==> config.mk <==
export PLATFORM = sky130hd
export DESIGN_NAME = ps_share_ctrl
export DESIGN_NICKNAME = d
export VERILOG_FILES = /design/src/rtl/ps_pkg.sv /design/src/rtl/ps_step.sv /design/src/rtl/ps_share_ctrl.sv
export SDC_FILE = /design/constraint.sdc
export NUM_CORES = 1
export LEC_CHECK = 0
export BUFFER_PORTS_ARGS = -buffer_cell sky130_fd_sc_hd__buf_2
export CAP_MARGIN = 0
export CORE_MARGIN = 4
export CORE_UTILIZATION = 60
export DETAILED_ROUTE_END_ITERATION = 7
export PLACE_DENSITY = 0.93
export SYNTH_ARGS = -nofsm -noshare
export SYNTH_HDL_FRONTEND = slang
export SYNTH_SLANG_ARGS = --single-unit
==> constraint.sdc <==
create_clock -name clk -period 8.05 [get_ports clk]
set_input_delay 0 -clock clk [delete_from_list [all_inputs] [get_ports clk]]
set_output_delay 0 -clock clk [all_outputs]
set_load 0.02 [all_outputs]
==> src/rtl/ps_pkg.sv <==
`default_nettype none
// ============================================================================
// Module      : ps_pkg
// Description : Shared constants and helpers for the run-of-four detector.
// Revision    : 1.0 - initial release
// ============================================================================
package ps_pkg;

    localparam int PS_SW = 4;

    // S1..S4 track a run of 1s, S5..S8 a run of 0s; S4/S8 mean "four or more".
    localparam logic [PS_SW-1:0] S0 = 4'd0;
    localparam logic [PS_SW-1:0] S1 = 4'd1;
    localparam logic [PS_SW-1:0] S2 = 4'd2;
    localparam logic [PS_SW-1:0] S3 = 4'd3;
    localparam logic [PS_SW-1:0] S4 = 4'd4;
    localparam logic [PS_SW-1:0] S5 = 4'd5;
    localparam logic [PS_SW-1:0] S6 = 4'd6;
    localparam logic [PS_SW-1:0] S7 = 4'd7;
    localparam logic [PS_SW-1:0] S8 = 4'd8;

    function automatic logic ps_is_match(input logic [PS_SW-1:0] state);
        return (state == S4) || (state == S8);
    endfunction

endpackage
`default_nettype wire

==> src/rtl/ps_step.sv <==
`default_nettype none
// ============================================================================
// Module      : ps_step
// Description : Single combinational step of the run-of-four pattern detector.
// Revision    : 1.0 - initial release
// ============================================================================
module ps_step
    import ps_pkg::*;
(
    input  logic [PS_SW-1:0] cur,
    input  logic             in,
    output logic [PS_SW-1:0] nxt,
    output logic             hit
);

    always_comb begin
        nxt = S0;
        case (cur)
            S0, S1, S2, S3: nxt = in ? (cur + 4'd1) : S5;
            S4:             nxt = in ? S4 : S5;
            S5, S6, S7:     nxt = in ? S1 : (cur + 4'd1);
            S8:             nxt = in ? S1 : S8;
            default:        nxt = S0;
        endcase
        hit = ps_is_match(nxt);
    end

endmodule
`default_nettype wire

==> src/rtl/ps_share_ctrl.sv <==
`default_nettype none
// ============================================================================
// Module      : ps_share_ctrl
// Description : Round-robin sharing of one run-of-four detector step among NCH
//               bit-stream channels, with per-channel state and tagged result.
// Revision    : 1.0 - initial release
// ============================================================================
module ps_share_ctrl
    import ps_pkg::*;
#(
    parameter int NCH = 4,
    parameter int CW  = $clog2(NCH)
) (
    input  logic           clk,
    input  logic           reset,
    input  logic           en,
    input  logic [NCH-1:0] req_valid,
    input  logic [NCH-1:0] req_bit,
    output logic [NCH-1:0] req_ready,
    input  logic [NCH-1:0] chan_clr,
    output logic           det_valid,
    output logic [CW-1:0]  det_chan,
    output logic           det_out,
    output logic [NCH-1:0] busy_map
);

    localparam logic [CW:0]   c_nch  = (CW+1)'(NCH);
    localparam logic [CW-1:0] c_last = CW'(NCH - 1);

    logic [NCH-1:0][PS_SW-1:0] r_state;
    logic [NCH-1:0][PS_SW-1:0] w_state_d;
    logic [NCH-1:0]            w_busy_d;
    logic [CW-1:0]             r_ptr;
    logic [NCH-1:0]            w_elig;
    logic                      w_grant;
    logic [CW-1:0]             w_gidx;
    logic [CW:0]               w_idx;
    logic [PS_SW-1:0]          w_cur;
    logic [PS_SW-1:0]          w_nxt;
    logic                      w_hit;
    logic                      r_det_valid;
    logic [CW-1:0]             r_det_chan;
    logic                      r_det_out;
    logic [NCH-1:0]            r_busy;

    // A clear on a channel blocks its grant in the same cycle: clear wins.
    assign w_elig = req_valid & ~chan_clr & {NCH{en & ~reset}};

    always_comb begin
        w_grant = 1'b0;
        w_gidx  = '0;
        w_idx   = '0;
        for (int k = 0; k < NCH; k++) begin
            w_idx = {1'b0, r_ptr} + (CW+1)'(k);
            if (w_idx >= c_nch) begin
                w_idx = w_idx - c_nch;
            end
            if (!w_grant && w_elig[w_idx[CW-1:0]]) begin
                w_grant = 1'b1;
                w_gidx  = w_idx[CW-1:0];
            end
        end
    end

    always_comb begin
        req_ready = '0;
        if (w_grant) begin
            req_ready[w_gidx] = 1'b1;
        end
    end

    assign w_cur = r_state[w_gidx];

    ps_step u_step (
        .cur (w_cur),
        .in  (req_bit[w_gidx]),
        .nxt (w_nxt),
        .hit (w_hit)
    );

    always_comb begin
        w_state_d = r_state;
        for (int i = 0; i < NCH; i++) begin
            if (reset || chan_clr[i]) begin
                w_state_d[i] = S0;
            end else if (w_grant && (w_gidx == CW'(i))) begin
                w_state_d[i] = w_nxt;
            end
        end
    end

    generate
        for (genvar gi = 0; gi < NCH; gi++) begin : g_busy
            assign w_busy_d[gi] = (w_state_d[gi] != S0);
        end
    endgenerate

    always_ff @(posedge clk) begin
        r_state <= w_state_d;
        r_busy  <= w_busy_d;
        if (reset) begin
            r_ptr       <= '0;
            r_det_valid <= 1'b0;
            r_det_chan  <= '0;
            r_det_out   <= 1'b0;
        end else begin
            r_det_valid <= w_grant;
            if (w_grant) begin
                r_ptr      <= (w_gidx == c_last) ? '0 : (w_gidx + 1'b1);
                r_det_chan <= w_gidx;
                r_det_out  <= w_hit;
            end
        end
    end

    assign det_valid = r_det_valid;
    assign det_chan  = r_det_chan;
    assign det_out   = r_det_out;
    assign busy_map  = r_busy;

endmodule
`default_nettype wire

# Word-level counts from Yosys, hierarchy flattened
# Index checks and enable logic that the tools add are counted.
[word_totals]
romBits = 0
reg_bits = 26
in_bits = 15
out_inout_bits = 12
latchBits = 0
ram_bits = 0
n_memories = 0
elab_cells = 111
[classes]
multipliers = 0
n_div = 0
shift = 0
n_eq_ne = 13
n_reduce_logical = 24
muxes = 41
bitwise = 5
add_sub_neg = 9
magnitude_cmp = 10
[op_table]
columns = ["operator", "count"]
rows = [
  ["two-way mux 4 bit", 13],
  ["== test 4 x 3 -> 1 bit (second input constant)", 5],
  ["two-way mux 2 bit", 9],
  ["case mux 4 bit (4 select lines)", 1],
  ["nonzero test 4 bit", 4],
  ["< comparator 2 x 3 -> 1 bit (second input constant)", 5],
  ["two-way mux 1 bit", 11],
  ["binary-select mux 1 bit (select 2 bit)", 5],
  [">= comparator 3 bit (second input constant)", 3],
  ["AND 4 bit", 2],
  ["binary-select mux 4 bit (select 2 bit)", 1],
  ["== test 4 x 2 -> 1 bit (second input constant)", 2],
  ["== test 4 bit (second input constant)", 2],
  ["logical AND 1 bit", 8],
  ["subtractor 2 x 1 -> 2 bit (second input constant)", 4],
  ["adder 2 x 2 -> 3 bit (second input constant)", 2],
  ["logical OR 1 bit", 5],
  ["adder 4 x 1 -> 4 bit (second input constant)", 1],
  ["== test 2 bit (second input constant)", 2],
  ["== test 4 x 1 -> 1 bit (second input constant)", 1],
  ["logical NOT 4 bit", 1],
  ["inverter 4 bit", 1],
  ["OR reduction 4 bit", 1],
  ["adder 2 x 1 -> 3 bit (second input constant)", 1],
  ["10 further kinds", 12],
]

# Depth between registers and ports, before layout
[logic_depth]
word_depth = 23
ltp_mapped = 14
ltp_nobuf = 12

# Hierarchy
# A second synthesis with hierarchy kept.
[unflattened]
cells_unflattened = 166
area_unflattened_um2 = 1616.6
[by_module_without_submodules]
columns = ["mod", "area_per_inst_um2", "seq_area_each_um2", "n_inst", "cells_each"]
rows = [
  ["ps_share_ctrl", 1396.3, 520.5, 1, 134],
  ["ps_step", 220.2, 0.0, 1, 32],
]

# Worst setup path before layout
# Ideal clock, no wire load.
[synth_timing]
path_type = "register to register"
from = "register r_ptr[1]"
to = "register r_busy[3] (netlist: busy_map[3])"
path_slack_ps = 5188
synth_period_minus_slack_ps = 2862
required_ps = 7924
arrival_ps = 2736
stages_incl_launch_ff = 15
setup_ps = 126
n_path_buf = 2
cell_sequence = "dfxtp_1 > nor2_1 > a2bb2oi_1 > o21ai_4 > buf_6 > mux2i_1 > mux2i_1 > inv_1 > ha_1 > nor4_1 > nor3_1 > o211a_1 > buf_6 > nor3_2 > o211ai_1"
[synth_via]
elab_chain_cells = 22
word_cells_on_any_way = 63
cone_classes = "8 x add/sub; 4 x order compare; 9 x eq/ne; 31 x mux; 11 x reduce/logical"
[synth_rtl]
columns = ["item", "line", "source"]
rows = [
  ["from (decl)", "ps_share_ctrl.sv:33", "logic [CW-1:0] r_ptr;"],
  ["from (signal assigned)", "ps_share_ctrl.sv:109", "r_ptr <= (w_gidx == c_last) ? '0 : (w_gidx + 1'b1);"],
  ["branches (longest 19 deep; another with adder 2 x 1 -> 3 bit)", "-", ""],
  ["two-way mux 4 bit *", "ps_share_ctrl.sv:86", "end else if (w_grant && (w_gidx == CW'(i))) begin"],
  ["two-way mux 4 bit *", "ps_share_ctrl.sv:84", "if (reset || chan_clr[i]) begin"],
  ["nonzero test 4 bit *", "ps_share_ctrl.sv:94", "assign w_busy_d[gi] = (w_state_d[gi] != S0);"],
  ["named net w_busy_d[3]", "ps_share_ctrl.sv:32", "logic [NCH-1:0] w_busy_d;"],
  ["to (signal assigned)", "ps_share_ctrl.sv:100", "r_busy <= w_busy_d;"],
  ["to (decl)", "ps_share_ctrl.sv:44", "logic [NCH-1:0] r_busy;"],
]
# Mark *: on every way through the listed nets, which the timed path passes. The select of a mux whose other input is x is not followed.
# A chain may end at the register's enable or synchronous reset.

# Final worst setup path
[layout_timing]
from = "input port chan_clr[0]"
to = "register r_busy[3] (netlist: busy_map[3])"
[layout_via]
elab_chain_cells = 23
word_cells_on_any_way = 51
cone_classes = "1 x add/sub; 9 x eq/ne; 27 x mux; 3 x bitwise; 11 x reduce/logical"
[layout_rtl]
columns = ["item", "line", "source"]
rows = [
  ["from (decl)", "ps_share_ctrl.sv:20", "input logic [NCH-1:0] chan_clr,"],
  ["inverter 4 bit *", "ps_share_ctrl.sv:47", "assign w_elig = req_valid & ~chan_clr & {NCH{en & ~reset}};"],
  ["AND 4 bit * (2 in a row)", "ps_share_ctrl.sv:47", ""],
  ["binary-select mux 1 bit (select 2 bit)", "ps_share_ctrl.sv:58", "if (!w_grant && w_elig[w_idx[CW-1:0]]) begin"],
  ["two-way mux 1 bit (not written as such)", "ps_share_ctrl.sv:58", ""],
  ["two-way mux 1 bit", "ps_share_ctrl.sv:58", ""],
  ["logical NOT 1 bit", "ps_share_ctrl.sv:58", ""],
  ["logical AND 1 bit", "ps_share_ctrl.sv:58", ""],
  ["two-way mux 1 bit", "ps_share_ctrl.sv:58", ""],
  ["[7 not listed]", "-", ""],
  ["two-way mux 4 bit (not written as such)", "ps_share_ctrl.sv:72", "assign w_cur = r_state[w_gidx];"],
  ["adder 4 x 1 -> 4 bit (tied with other cells)", "ps_step.sv:19, ps_step.sv:21", ""],
  ["two-way mux 4 bit (tied with other cells)", "ps_step.sv:21", "S5, S6, S7: nxt = in ? S1 : (cur + 4'd1);"],
  ["case mux 4 bit (4 select lines)", "ps_step.sv:18", "case (cur)"],
  ["two-way mux 4 bit *", "ps_share_ctrl.sv:86", ""],
  ["two-way mux 4 bit *", "ps_share_ctrl.sv:84", ""],
  ["nonzero test 4 bit *", "ps_share_ctrl.sv:94", ""],
  ["named net w_busy_d[3]", "ps_share_ctrl.sv:32", ""],
]
# Mark *: on every way through the listed nets, which the timed path passes. The rest lies on a longest branch. The select of a mux whose other input is x is not followed.

==> summary.txt <==
Worst setup path
  • Slowest CP cell: nor4_1
  • R2r worst-path depth: 12
  • CP max FO: 14
  • Critical Path, Cell by Cell: dlygate4sd3_1 > buf_2 > and4bb_4 > a211oi_2 > o21ai_4 > mux2i_1 > mux2i_1 > inv_1 > ha_1 > nor4_1 > nor3_1 > o211a_1 > nor3_2 > o211ai_1
  • Reg-to-reg setup timing slack: 4460 ps
  • WP data arrival: roughly 4000 ps
  • Setup crit end kind: register
  • Reg-to-Reg End: busy_map[3]
  • CP startpoint kind: input pin
  • Largest stage delay, worst path: between 500 and 600 ps
  • Cell mode on critical path: mux2i_1
  • Worst reg2reg startpoint: r_ptr[1]
  • CP Class: in -> reg
  • Critical path required time: just over 8000 ps

STA
  • Slew headroom: 0.297
  • Worst Max-Slew Pin Slew: 1040 ps
  • Period utilisation layout: 0.462
  • Worst hold slack: roughly 2.5 ps
  • Final TNS setup: 0 ps
  • Final Max Slew Viols: 0
  • Fin crit period: 3720 ps
  • RSZ-0062 raised after global routing: no
  • PnR worst setup slack: ~4300 ps
  • Clock skew: between 8 and 9 ps
  • Fmax: roughly 0.27 GHz
  • Final hold vios: 0
  • Setup violators final: 0

Placed design
  • Placed cell count: around 240
  • Routability-driven placement congestion ratio: between 0.9 and 1
  • DP Worst Slack: 4560 ps
  • Port Buffers: 26
  • Post-DP HPWL: 3110 um

Power and ir drop
  • Pleak: 0.943 nW
  • Reg power frac: 0.524
  • Cell Int Power: approximately 0.00018 W
  • Pwr Density: roughly 140 mW/mm^2
  • Proportion of power drawn by combinational gates: 0.213
  • Sw Share: 0.295
  • Sw Pwr: between 0.00007 and 0.00008 W
  • VDD IR max: about 0.12 mV
  • Clk pwr share: 0.263

Global routing
  • First-pass GRT wire length: 7050 um
  • M1 GR Usage: 0.310
  • Met2 Use GR: 0.450
  • Initial antenna violation count: 0
  • Pin count of the biggest net entering global routing: 19
  • Total track usage: 0.254
  • Grt peak-use layer: met2
  • Vias in the first global route: 1475
  • Grt ovf: 0
  • Met3 usage: 0.0447

Clock network
  • CTS tree: yes
  • Sink Count: 26
  • Post-CTS setup buffers: 0
  • Root Driver: clkbuf_4
  • Cts bufs inserted: 3
  • Reg clk slew, reported paths: roughly 140 ps
  • Clock Tree Buf Depth: 2
  • CTS H-tree depth: 1
  • Worst skew pair latency: roughly 330 ps

Cells and area
  • Fraction of layout cells with a size suffix above 1: 0.255
  • Post-route insts no fill: 242
  • Layout area overhead: 11.7%
  • Fill count: ~200
  • Nets: 236
  • Most frequent cells in the layout: 26 x dfxtp_1, 26 x buf_2, 17 x nand2_1
  • Reg area: ~520 um^2
  • Antenna fix cells: 0
  • Finished Core Util: 0.731
  • Multi-input logic area: roughly 0.0011 mm^2

Logic synthesis
  • Sequential area share after synthesis: 0.310
  • Post-synth EDFFs: 0
  • Seq cells post-synth: 26
  • Post-synthesis async set-or-reset flop share: 0
  • Yosys warnings: 0
  • Netlist cell types: 49
  • Syn Inst Count: roughly 180
  • Synthesized area per cell: about 9 um^2
  • Post-Synthesis Net Count: 206
  • Main flop type after synthesis: dfxtp_1
  • Post-Syn Area: approximately 0.0017 mm^2

Routing
  • Post-route ant nets: 0
  • 1st-pass router iterations: 5
  • DRC: 0
  • Via/cell ratio: roughly 6.4
  • Via Count: roughly 1500
  • WL per Instance: 17.5 um
  • Post-Route WL: approximately 4200 um
  • Initial DRC count: approximately 120

Outcome
  • Status: completed

Floorplan
  • Initial core utilization: 0.654
  • Die H: just over 60 um
  • Core area: between 0.002 and 0.003 mm^2
  • FP Rows: 18
  • IO Count: 27
  • Die ar.: roughly 0.0037 mm^2
  • Die X: slightly above 60 um

Worst hold path
  • Tightest Hold Check Type: in -> reg
  • Min-Delay Startpoint: chan_clr[1]
  • Cell count of the worst hold path: 3
  • Worst hold endpoint: r_state[6]

Flow run
  • Max_cap viols: 0
flip-flops by register name, summed over array words and instances, names as in the netlist:
name	flops
busy_map	4
det_chan	2
det_out	1
det_valid	1
r_ptr	2
r_state	16
worst max-delay path by stage:
stage                        to  depth (start not counted)   startpoint  slack [ps]
floorplan           busy_map[3]                         14     r_ptr[1]        5190
global placement    busy_map[3]                         13        reset        4840
detailed placement  busy_map[3]                         13        reset        4560
CTS                 busy_map[3]                         14  chan_clr[0]        4430
global route        busy_map[3]                         14  chan_clr[0]        4090
finish              busy_map[3]                         14  chan_clr[0]        4330
layer usage:
metal | routed length (um) | vias up | share of wire
li1 | - | 724 | -
met1 | 1640 | 711 | 0.39
met5 | 0 | - | 0
met2 | 2130 | 93 | 0.50
met4 | 104 | 0 | 0.025
met3 | 350 | 16 | 0.083
cell usage after synthesis, types with 4 or more instances:
cell	n	area [um^2]
inv_1	12	45.0
dfxtp_1	26	521
nand2_1	17	63.8
or2_2	4	25.0
nor2_1	13	48.8
o31ai_1	4	30.0
ha_1	8	100
o31a_1	4	35.0
a31o_1	5	43.8
nand3_1	5	25.0
nor3_2	5	50.1
o211ai_1	4	30.0
a21oi_1	10	50.1
inv_2	4	15.0
mux2i_1	16	160
o21ai_0	4	20.0
critical path, delay by kind of cell:
kind            cells  cell delay [ps]
compound gates      4             1110
mux                 2              490
buf+inv             3              820
simple gates        4             1230
fa+ha+maj           1              280
power groups by stage:
stage                     logic [W]  clock network (W)  registers, W
after floorplan           0.0000373                  0      0.000139
after global placement    0.0000493                  0      0.000136
after detailed placement  0.0000516                  0      0.000136
after CTS                 0.0000530          0.0000673      0.000134
after global routing      0.0000583          0.0000728      0.000134
final                     0.0000542          0.0000672      0.000134
layout make-up:
type                            instances  area share
Multi-Input combinational cell        136       0.562
Sequential cell                        26       0.278
Timing Repair Buffer                   29      0.0854
Inverter                               17      0.0354
Tap cell                               30      0.0200
Clock buffer                            4      0.0193
per-stage QoR:
step,power [W],area [um^2]
2_1_floorplan,0.000176,1680
3_3_place_gp,0.000186,1810
3_5_place_dp,0.000188,1810
4_1_cts,0.000254,1880
5_1_grt,0.000265,1880
6_report,0.000255,1880
kinds of logic (layout without fill, tap and decap cells):
kind of cell,count (synthesis),in the layout,share of synthesized area
multiplexers,19,19,0.124
AND/OR/NAND/NOR,62,62,0.210
AO/OA/AOI/OAI,46,46,0.224
buffers and inverters,21,50,0.0618
flip-flops,26,26,0.310
adder cells (fa/ha/maj),8,8,0.0596
XOR/XNOR,1,1,0.00969
repair_timing:
item | CTS | global route
resized for setup | 0 | 0
setup endpoints to repair | 0 | 0
hold buffers | 3 | 0
endpoints found under the hold margin | 5 | 0
Power figures use the tool's default switching activity.
